$ cat src/rtl/aes_pkg.sv
// Shared AES definitions: S-box, Rcon, word/block types
// and the key-expander state encoding.
package aes_pkg;

  typedef logic [31:0]  word_t;
  typedef logic [127:0] block_t;

  typedef enum logic {
    IDLE,
    EMIT
  } kx_state_t;

  localparam int NR = 14;

  localparam logic [7:0] SBOX [256] = '{
    8'h63, 8'h7c, 8'h77, 8'h7b, 8'hf2, 8'h6b, 8'h6f, 8'hc5,
    8'h30, 8'h01, 8'h67, 8'h2b, 8'hfe, 8'hd7, 8'hab, 8'h76,
    8'hca, 8'h82, 8'hc9, 8'h7d, 8'hfa, 8'h59, 8'h47, 8'hf0,
    8'had, 8'hd4, 8'ha2, 8'haf, 8'h9c, 8'ha4, 8'h72, 8'hc0,
    8'hb7, 8'hfd, 8'h93, 8'h26, 8'h36, 8'h3f, 8'hf7, 8'hcc,
    8'h34, 8'ha5, 8'he5, 8'hf1, 8'h71, 8'hd8, 8'h31, 8'h15,
    8'h04, 8'hc7, 8'h23, 8'hc3, 8'h18, 8'h96, 8'h05, 8'h9a,
    8'h07, 8'h12, 8'h80, 8'he2, 8'heb, 8'h27, 8'hb2, 8'h75,
    8'h09, 8'h83, 8'h2c, 8'h1a, 8'h1b, 8'h6e, 8'h5a, 8'ha0,
    8'h52, 8'h3b, 8'hd6, 8'hb3, 8'h29, 8'he3, 8'h2f, 8'h84,
    8'h53, 8'hd1, 8'h00, 8'hed, 8'h20, 8'hfc, 8'hb1, 8'h5b,
    8'h6a, 8'hcb, 8'hbe, 8'h39, 8'h4a, 8'h4c, 8'h58, 8'hcf,
    8'hd0, 8'hef, 8'haa, 8'hfb, 8'h43, 8'h4d, 8'h33, 8'h85,
    8'h45, 8'hf9, 8'h02, 8'h7f, 8'h50, 8'h3c, 8'h9f, 8'ha8,
    8'h51, 8'ha3, 8'h40, 8'h8f, 8'h92, 8'h9d, 8'h38, 8'hf5,
    8'hbc, 8'hb6, 8'hda, 8'h21, 8'h10, 8'hff, 8'hf3, 8'hd2,
    8'hcd, 8'h0c, 8'h13, 8'hec, 8'h5f, 8'h97, 8'h44, 8'h17,
    8'hc4, 8'ha7, 8'h7e, 8'h3d, 8'h64, 8'h5d, 8'h19, 8'h73,
    8'h60, 8'h81, 8'h4f, 8'hdc, 8'h22, 8'h2a, 8'h90, 8'h88,
    8'h46, 8'hee, 8'hb8, 8'h14, 8'hde, 8'h5e, 8'h0b, 8'hdb,
    8'he0, 8'h32, 8'h3a, 8'h0a, 8'h49, 8'h06, 8'h24, 8'h5c,
    8'hc2, 8'hd3, 8'hac, 8'h62, 8'h91, 8'h95, 8'he4, 8'h79,
    8'he7, 8'hc8, 8'h37, 8'h6d, 8'h8d, 8'hd5, 8'h4e, 8'ha9,
    8'h6c, 8'h56, 8'hf4, 8'hea, 8'h65, 8'h7a, 8'hae, 8'h08,
    8'hba, 8'h78, 8'h25, 8'h2e, 8'h1c, 8'ha6, 8'hb4, 8'hc6,
    8'he8, 8'hdd, 8'h74, 8'h1f, 8'h4b, 8'hbd, 8'h8b, 8'h8a,
    8'h70, 8'h3e, 8'hb5, 8'h66, 8'h48, 8'h03, 8'hf6, 8'h0e,
    8'h61, 8'h35, 8'h57, 8'hb9, 8'h86, 8'hc1, 8'h1d, 8'h9e,
    8'he1, 8'hf8, 8'h98, 8'h11, 8'h69, 8'hd9, 8'h8e, 8'h94,
    8'h9b, 8'h1e, 8'h87, 8'he9, 8'hce, 8'h55, 8'h28, 8'hdf,
    8'h8c, 8'ha1, 8'h89, 8'h0d, 8'hbf, 8'he6, 8'h42, 8'h68,
    8'h41, 8'h99, 8'h2d, 8'h0f, 8'hb0, 8'h54, 8'hbb, 8'h16
  };

  localparam logic [7:0] RCON [7] = '{
    8'h01, 8'h02, 8'h04, 8'h08, 8'h10, 8'h20, 8'h40
  };

  function automatic logic [7:0] sub_byte(
    input logic [7:0] b
  );
    return SBOX[b];
  endfunction

endpackage

$ cat src/rtl/aes_sub_word.sv
// SubWord: four parallel S-box lookups on one 32-bit word.
// Purely combinational.
module aes_sub_word
  import aes_pkg::*;
(
  input  word_t i_word,
  output word_t o_word
);

  assign o_word = {
    sub_byte(i_word[31:24]),
    sub_byte(i_word[23:16]),
    sub_byte(i_word[15:8]),
    sub_byte(i_word[7:0])
  };

endmodule

$ cat src/rtl/aes_key_expander.sv
// AES-256 iterative key expander: one 128-bit round key
// per clock, rounds 0..14, from a sliding 8-word window.
module aes_key_expander
  import aes_pkg::*;
#(
  parameter int NUM_ROUND_KEYS = 15,
  parameter int KEY_BITS       = 256
) (
  input  logic                clk,
  input  logic                rst,
  input  logic                start,
  input  logic [KEY_BITS-1:0] cipher_key,
  output logic                ready,
  output logic                busy,
  output logic                load,
  output logic [3:0]          round_number,
  output block_t              key,
  output logic                done
);

  if (NUM_ROUND_KEYS != NR + 1) begin : g_bad_nrk
    $error("aes_key_expander: NUM_ROUND_KEYS must be 15");
  end
  if (KEY_BITS != 256) begin : g_bad_kb
    $error("aes_key_expander: KEY_BITS must be 256");
  end

  localparam logic [3:0] LAST = 4'(NR);

  kx_state_t  r_state, w_state_n;
  logic [3:0] r_cnt, w_cnt_n;
  word_t      r_win [8];
  word_t      w_win_n [8];

  logic       r_ready, r_busy, r_load, r_done;
  logic [3:0] r_rn;
  block_t     r_key;

  logic       w_busy_n, w_load_n, w_done_n;
  logic [3:0] w_rn_n;
  block_t     w_key_n;

  word_t      w_sw_in, w_sw_out, w_t;
  word_t      w_n0, w_n1, w_n2, w_n3;
  logic [2:0] w_ridx;
  logic [7:0] w_rcon;

  // Odd rounds skip RotWord and Rcon (the Nk=8 extra SubWord step)
  assign w_sw_in = r_cnt[0] ? r_win[7]
                 : {r_win[7][23:0], r_win[7][31:24]};

  aes_sub_word u_sub (
    .i_word (w_sw_in),
    .o_word (w_sw_out)
  );

  assign w_ridx = r_cnt[3:1] - 3'd1;
  assign w_rcon = (r_cnt[0] || r_cnt < 4'd2) ? 8'h00
                : RCON[w_ridx];

  assign w_t  = w_sw_out ^ {w_rcon, 24'h0};
  assign w_n0 = r_win[0] ^ w_t;
  assign w_n1 = r_win[1] ^ w_n0;
  assign w_n2 = r_win[2] ^ w_n1;
  assign w_n3 = r_win[3] ^ w_n2;

  always_comb begin
    w_state_n = r_state;
    w_cnt_n   = r_cnt;
    w_win_n   = r_win;
    w_load_n  = 1'b0;
    w_busy_n  = 1'b0;
    w_rn_n    = '0;
    w_key_n   = '0;
    w_done_n  = r_load && (r_rn == LAST);
    unique case (r_state)
      IDLE: begin
        if (start) begin
          for (int i = 0; i < 8; i++) begin
            w_win_n[i] = cipher_key[KEY_BITS-1-32*i -: 32];
          end
          w_cnt_n   = '0;
          w_state_n = EMIT;
        end
      end
      EMIT: begin
        w_load_n = 1'b1;
        w_busy_n = 1'b1;
        w_rn_n   = r_cnt;
        unique case (1'b1)
          (r_cnt == 4'd0):
            w_key_n = {r_win[0], r_win[1],
                       r_win[2], r_win[3]};
          (r_cnt == 4'd1):
            w_key_n = {r_win[4], r_win[5],
                       r_win[6], r_win[7]};
          default: begin
            w_key_n = {w_n0, w_n1, w_n2, w_n3};
            for (int i = 0; i < 4; i++) begin
              w_win_n[i] = r_win[i+4];
            end
            w_win_n[4] = w_n0;
            w_win_n[5] = w_n1;
            w_win_n[6] = w_n2;
            w_win_n[7] = w_n3;
          end
        endcase
        if (r_cnt == LAST) w_state_n = IDLE;
        else               w_cnt_n   = r_cnt + 4'd1;
      end
      default: w_state_n = IDLE;
    endcase
  end

  always_ff @(posedge clk) begin
    if (rst) begin
      r_state <= IDLE;
      r_cnt   <= '0;
      for (int i = 0; i < 8; i++) r_win[i] <= '0;
      r_ready <= 1'b1;
      r_busy  <= 1'b0;
      r_load  <= 1'b0;
      r_rn    <= '0;
      r_key   <= '0;
      r_done  <= 1'b0;
    end else begin
      r_state <= w_state_n;
      r_cnt   <= w_cnt_n;
      r_win   <= w_win_n;
      r_ready <= !w_busy_n;
      r_busy  <= w_busy_n;
      r_load  <= w_load_n;
      r_rn    <= w_rn_n;
      r_key   <= w_key_n;
      r_done  <= w_done_n;
    end
  end

  assign ready        = r_ready;
  assign busy         = r_busy;
  assign load         = r_load;
  assign round_number = r_rn;
  assign key          = r_key;
  assign done         = r_done;

endmodule

$ cat config.mk
export PLATFORM = sky130hd
export DESIGN_NAME = aes_key_expander
export DESIGN_NICKNAME = d
export VERILOG_FILES = /design/src/rtl/aes_pkg.sv /design/src/rtl/aes_sub_word.sv /design/src/rtl/aes_key_expander.sv
export SDC_FILE = /design/constraint.sdc
export NUM_CORES = 2
export LEC_CHECK = 0
export BUFFER_PORTS_ARGS = -buffer_cell sky130_fd_sc_hd__buf_2
export CORE_UTILIZATION = 30
export CTS_CLUSTER_SIZE = 28
export DETAILED_ROUTE_END_ITERATION = 12
export GPL_ROUTABILITY_DRIVEN = 0
export PLACE_DENSITY = 0.47
export SETUP_SLACK_MARGIN = 0.1
export SLEW_MARGIN = 5
export SYNTH_ARGS = -nofsm -noshare
export SYNTH_HDL_FRONTEND = slang
export SYNTH_SLANG_ARGS = --single-unit
$ cat constraint.sdc
create_clock -name clk -period 5.9 [get_ports clk]
set_clock_uncertainty 0.15 [all_clocks]
set_input_delay 0.59 -clock clk [delete_from_list [all_inputs] [get_ports clk]]
set_output_delay 0.59 -clock clk [all_outputs]
set_load 0.005 [all_outputs]
==> run summary <==
final setup fails -> 0
Hold Crit Class -> in -> reg
worst reg2reg path endpoint -> key[4]
commonest register cell after synthesis -> dfxtp_1
Clk pwr share -> 0.205
Worst Hold End -> r_win[86]
Worst Path Max Fanout -> 38
Hold Vio Cnt, Final -> 0
initial antenna violation count -> 16
Root Buffer -> clkbuf_16
switching share of total power -> 0.499
most frequent cells in the layout -> nand2_1, nor2_1, a21oi_1, buf_2, dfxtp_1
post-DP HPWL -> 158 mm
Hold Startpoint -> cipher_key[86]
Critical Path RT -> 6.27 ns
final worst setup slack -> 0.152 ns
TritonRoute pass-1 iters -> 7
routed via count -> 45,500
Setup Total Neg Slack -> 0 ns
met3 WL -> 25.3 mm
wire length per cell -> 32.1 um
Antenna Nets Post-Route -> 0
Gate power share -> 0.580
metal2 WL -> 91.1 mm
wire length on met1 -> 85.7 mm
Final #Nets -> 5,489
post-route cell area -> 43,000 um2
Reg area -> 7950 um2
height of the die -> 354 um
P_int -> 7.95 mW
postcts setup bufs -> 0
largest net degree at the start of global routing -> 89
Starting Density -> 0.304
reg2reg path depth -> 11
status -> completed
peak supply drop -> 0.259 mV
Die Span X -> 354 um
#FFs+latches synth -> 396
core footprint -> 122,000 um2
vias in the first global route -> 41,800
worst r2r src -> r_cnt[0]
clock buffer depth -> 3
hold depth -> 3
post-synthesis sequential area ratio -> 0.214
syn avg cell area -> 7.48 um2
IO Count -> 395
Relative slew margins -> 0.188
max-cap violation count -> 0
RSZ-0062 raised after global routing -> no
Inserted Clock Buffers -> 45
fin crit share -> 0.974
Leak -> 16.2 nW
Pins Over Slew Limit -> 0
Worst Setup End Kind -> register
CTS tree -> built
htree depth -> 2
Cells after Synth -> 4,964
Overflow after GRT -> 0
Syn Std Cell Area -> 37,100 um2
I/O Buffers -> 394
CTS sink cnt -> 396
WP data arrival -> 6.12 ns
WL final -> 219 mm
iteration-0 DRC count of the detailed router -> 7,964
Area growth syn-to-layout -> 15.9%
Hold Buf Count CTS -> 0
Period minus WS final -> 5.75 ns
area post-placement -> 41,300 um2
clock latency on the worst-skew pair -> 0.63 ns
post-synth cell types -> 118
crit start category -> register
fraction of registers with async set/reset -> 0
syn nets -> 5,288
# resized after CTS -> 0
Reg power frac -> 0.215
CP Class -> reg -> reg
Max Clk Rate -> 0.174 GHz
first-pass GRT wire length -> 311 mm
Post-synth EDFFs -> 0
Setup WS pre-CTS -> 0.259 ns
sw power -> 7.91 mW
PwrDens -> 369 nW/um2
average vias per placed instance -> 6.66
area of the multi-input gates -> 26,700 um2
GRT Overall Usage -> 0.333
# fillers -> 13,000
most common cell after layout, fill and taps aside -> nand2_1
CTS clk-pin slew, worst paths -> 0.07 ns
Syn. warnings -> 0
r2r setup slk -> 0.15 ns
worst slew pin tran -> 1.19 ns
Rows -> 128
share of cells above drive strength 1 -> 0.184
DIE AREA -> 125,000 um2
Post-route DRC -> 0
highest routed layer -> met5
[flip-flops by register name, summed over array words and instances, names as in the netlist]
| register | flops |
|---|---|
| r_win | 256 |
| ready | 1 |
| load | 1 |
| round_number | 4 |
| key | 128 |
| r_state | 1 |
| r_cnt | 4 |
| done | 1 |
[how the worst max path moves through the flow]
stage	from	endpoint	slack, ns	depth (start not counted)
3_5_place_dp	r_cnt[0]	key[4]	0.26	11
3_3_place_gp	r_cnt[0]	key[4]	0.24	11
2_1_floorplan	r_cnt[0]	r_win[2]	1.32	20
6_report	r_cnt[0]	key[4]	0.15	11
4_1_cts	r_cnt[0]	key[4]	0.23	11
5_1_grt	r_cnt[0]	r_win[22]	0.12	15
[critical path, cell delays in order (launching register included)]
cell      delay (ns)
dfxtp_4         0.70
buf_4           0.52
mux2i_4         0.73
nand2_1         0.41
o221ai_1        0.32
a221oi_2        0.08
nor4_1          0.54
a211oi_4        0.20
xnor2_1         0.89
xor3_1          0.50
or3_1           0.36
a31oi_1         0.21
[cells in the mapped netlist, types with 26 or more instances]
cell | count | share of area
nand2b_1 | 41 | 0.0069
buf_1 | 38 | 0.0038
o211ai_1 | 80 | 0.016
nor2b_1 | 45 | 0.0076
inv_1 | 52 | 0.0053
nor3_1 | 107 | 0.014
nand3b_1 | 29 | 0.0059
and2_1 | 46 | 0.0078
a31oi_1 | 99 | 0.017
nand3_1 | 113 | 0.015
xor2_1 | 36 | 0.0085
o221ai_1 | 34 | 0.0080
and3_1 | 45 | 0.0076
o2111ai_1 | 27 | 0.0064
clkbuf_1 | 324 | 0.033
o21ai_0 | 264 | 0.036
nor2_1 | 442 | 0.045
or3_1 | 51 | 0.0086
a311oi_1 | 41 | 0.0097
mux2i_1 | 234 | 0.063
a211oi_1 | 264 | 0.053
a22oi_1 | 172 | 0.035
nand2_1 | 456 | 0.046
buf_2 | 135 | 0.018
xnor2_1 | 85 | 0.020
dfxtp_1 | 396 | 0.21
ha_1 | 65 | 0.022
a221oi_1 | 103 | 0.024
o22ai_1 | 58 | 0.0098
o21a_1 | 31 | 0.0063
o31ai_1 | 26 | 0.0053
a21oi_1 | 400 | 0.054
[through the flow]
step,total power [mW],std cells,util,hold WS (ns)
final,15.9,6831,0.352,0.0908
after global routing,16.2,6827,0.352,0.0849
after floorplan,8.37,4964,-,0.269
after global placement,12.2,6743,0.338,0.321
after CTS,15.4,6826,0.352,0.0720
after detailed placement,12.1,6743,0.338,0.327
[cell families (layout without fill, tap and decap cells)]
| kind of cell | Yosys count | count (layout) | share of synthesized area |
|---|---|---|---|
| other cells | 0 | 5 | 0 |
| buf+inv | 607 | 844 | 0.0729 |
| flops | 396 | 396 | 0.214 |
| simple gates | 1504 | 1504 | 0.191 |
| compound gates | 1940 | 1940 | 0.364 |
| mux | 289 | 289 | 0.0853 |
| xor+xnor | 163 | 163 | 0.0516 |
| fa+ha+maj | 65 | 65 | 0.0219 |
[power by group through the flow]
stage	Clock [mW]	Combinational, mW	Sequential, mW
4_1_cts	3.27	8.72	3.38
3_5_place_dp	0	8.68	3.44
3_3_place_gp	0	8.73	3.44
2_1_floorplan	0	5.24	3.13
6_report	3.25	9.20	3.41
5_1_grt	3.36	9.43	3.42
[per-layer routing]
layer,vias up,global-route usage
li1,19200,-
met1,21700,0.431
met2,3693,0.491
met3,865,0.0812
met4,10,0.211
met5,-,0
[area by class of cell]
class	count	share of cell area
sequential	396	0.185
inverter	66	0.00582
tap	1625	0.0473
clock inverter	27	0.0105
multi-input combinational	3961	0.620
antenna	5	0.000291
clock buffer	56	0.0281
timing repair buffer	695	0.103
No activity file was read; power rests on OpenSTA's default activity.
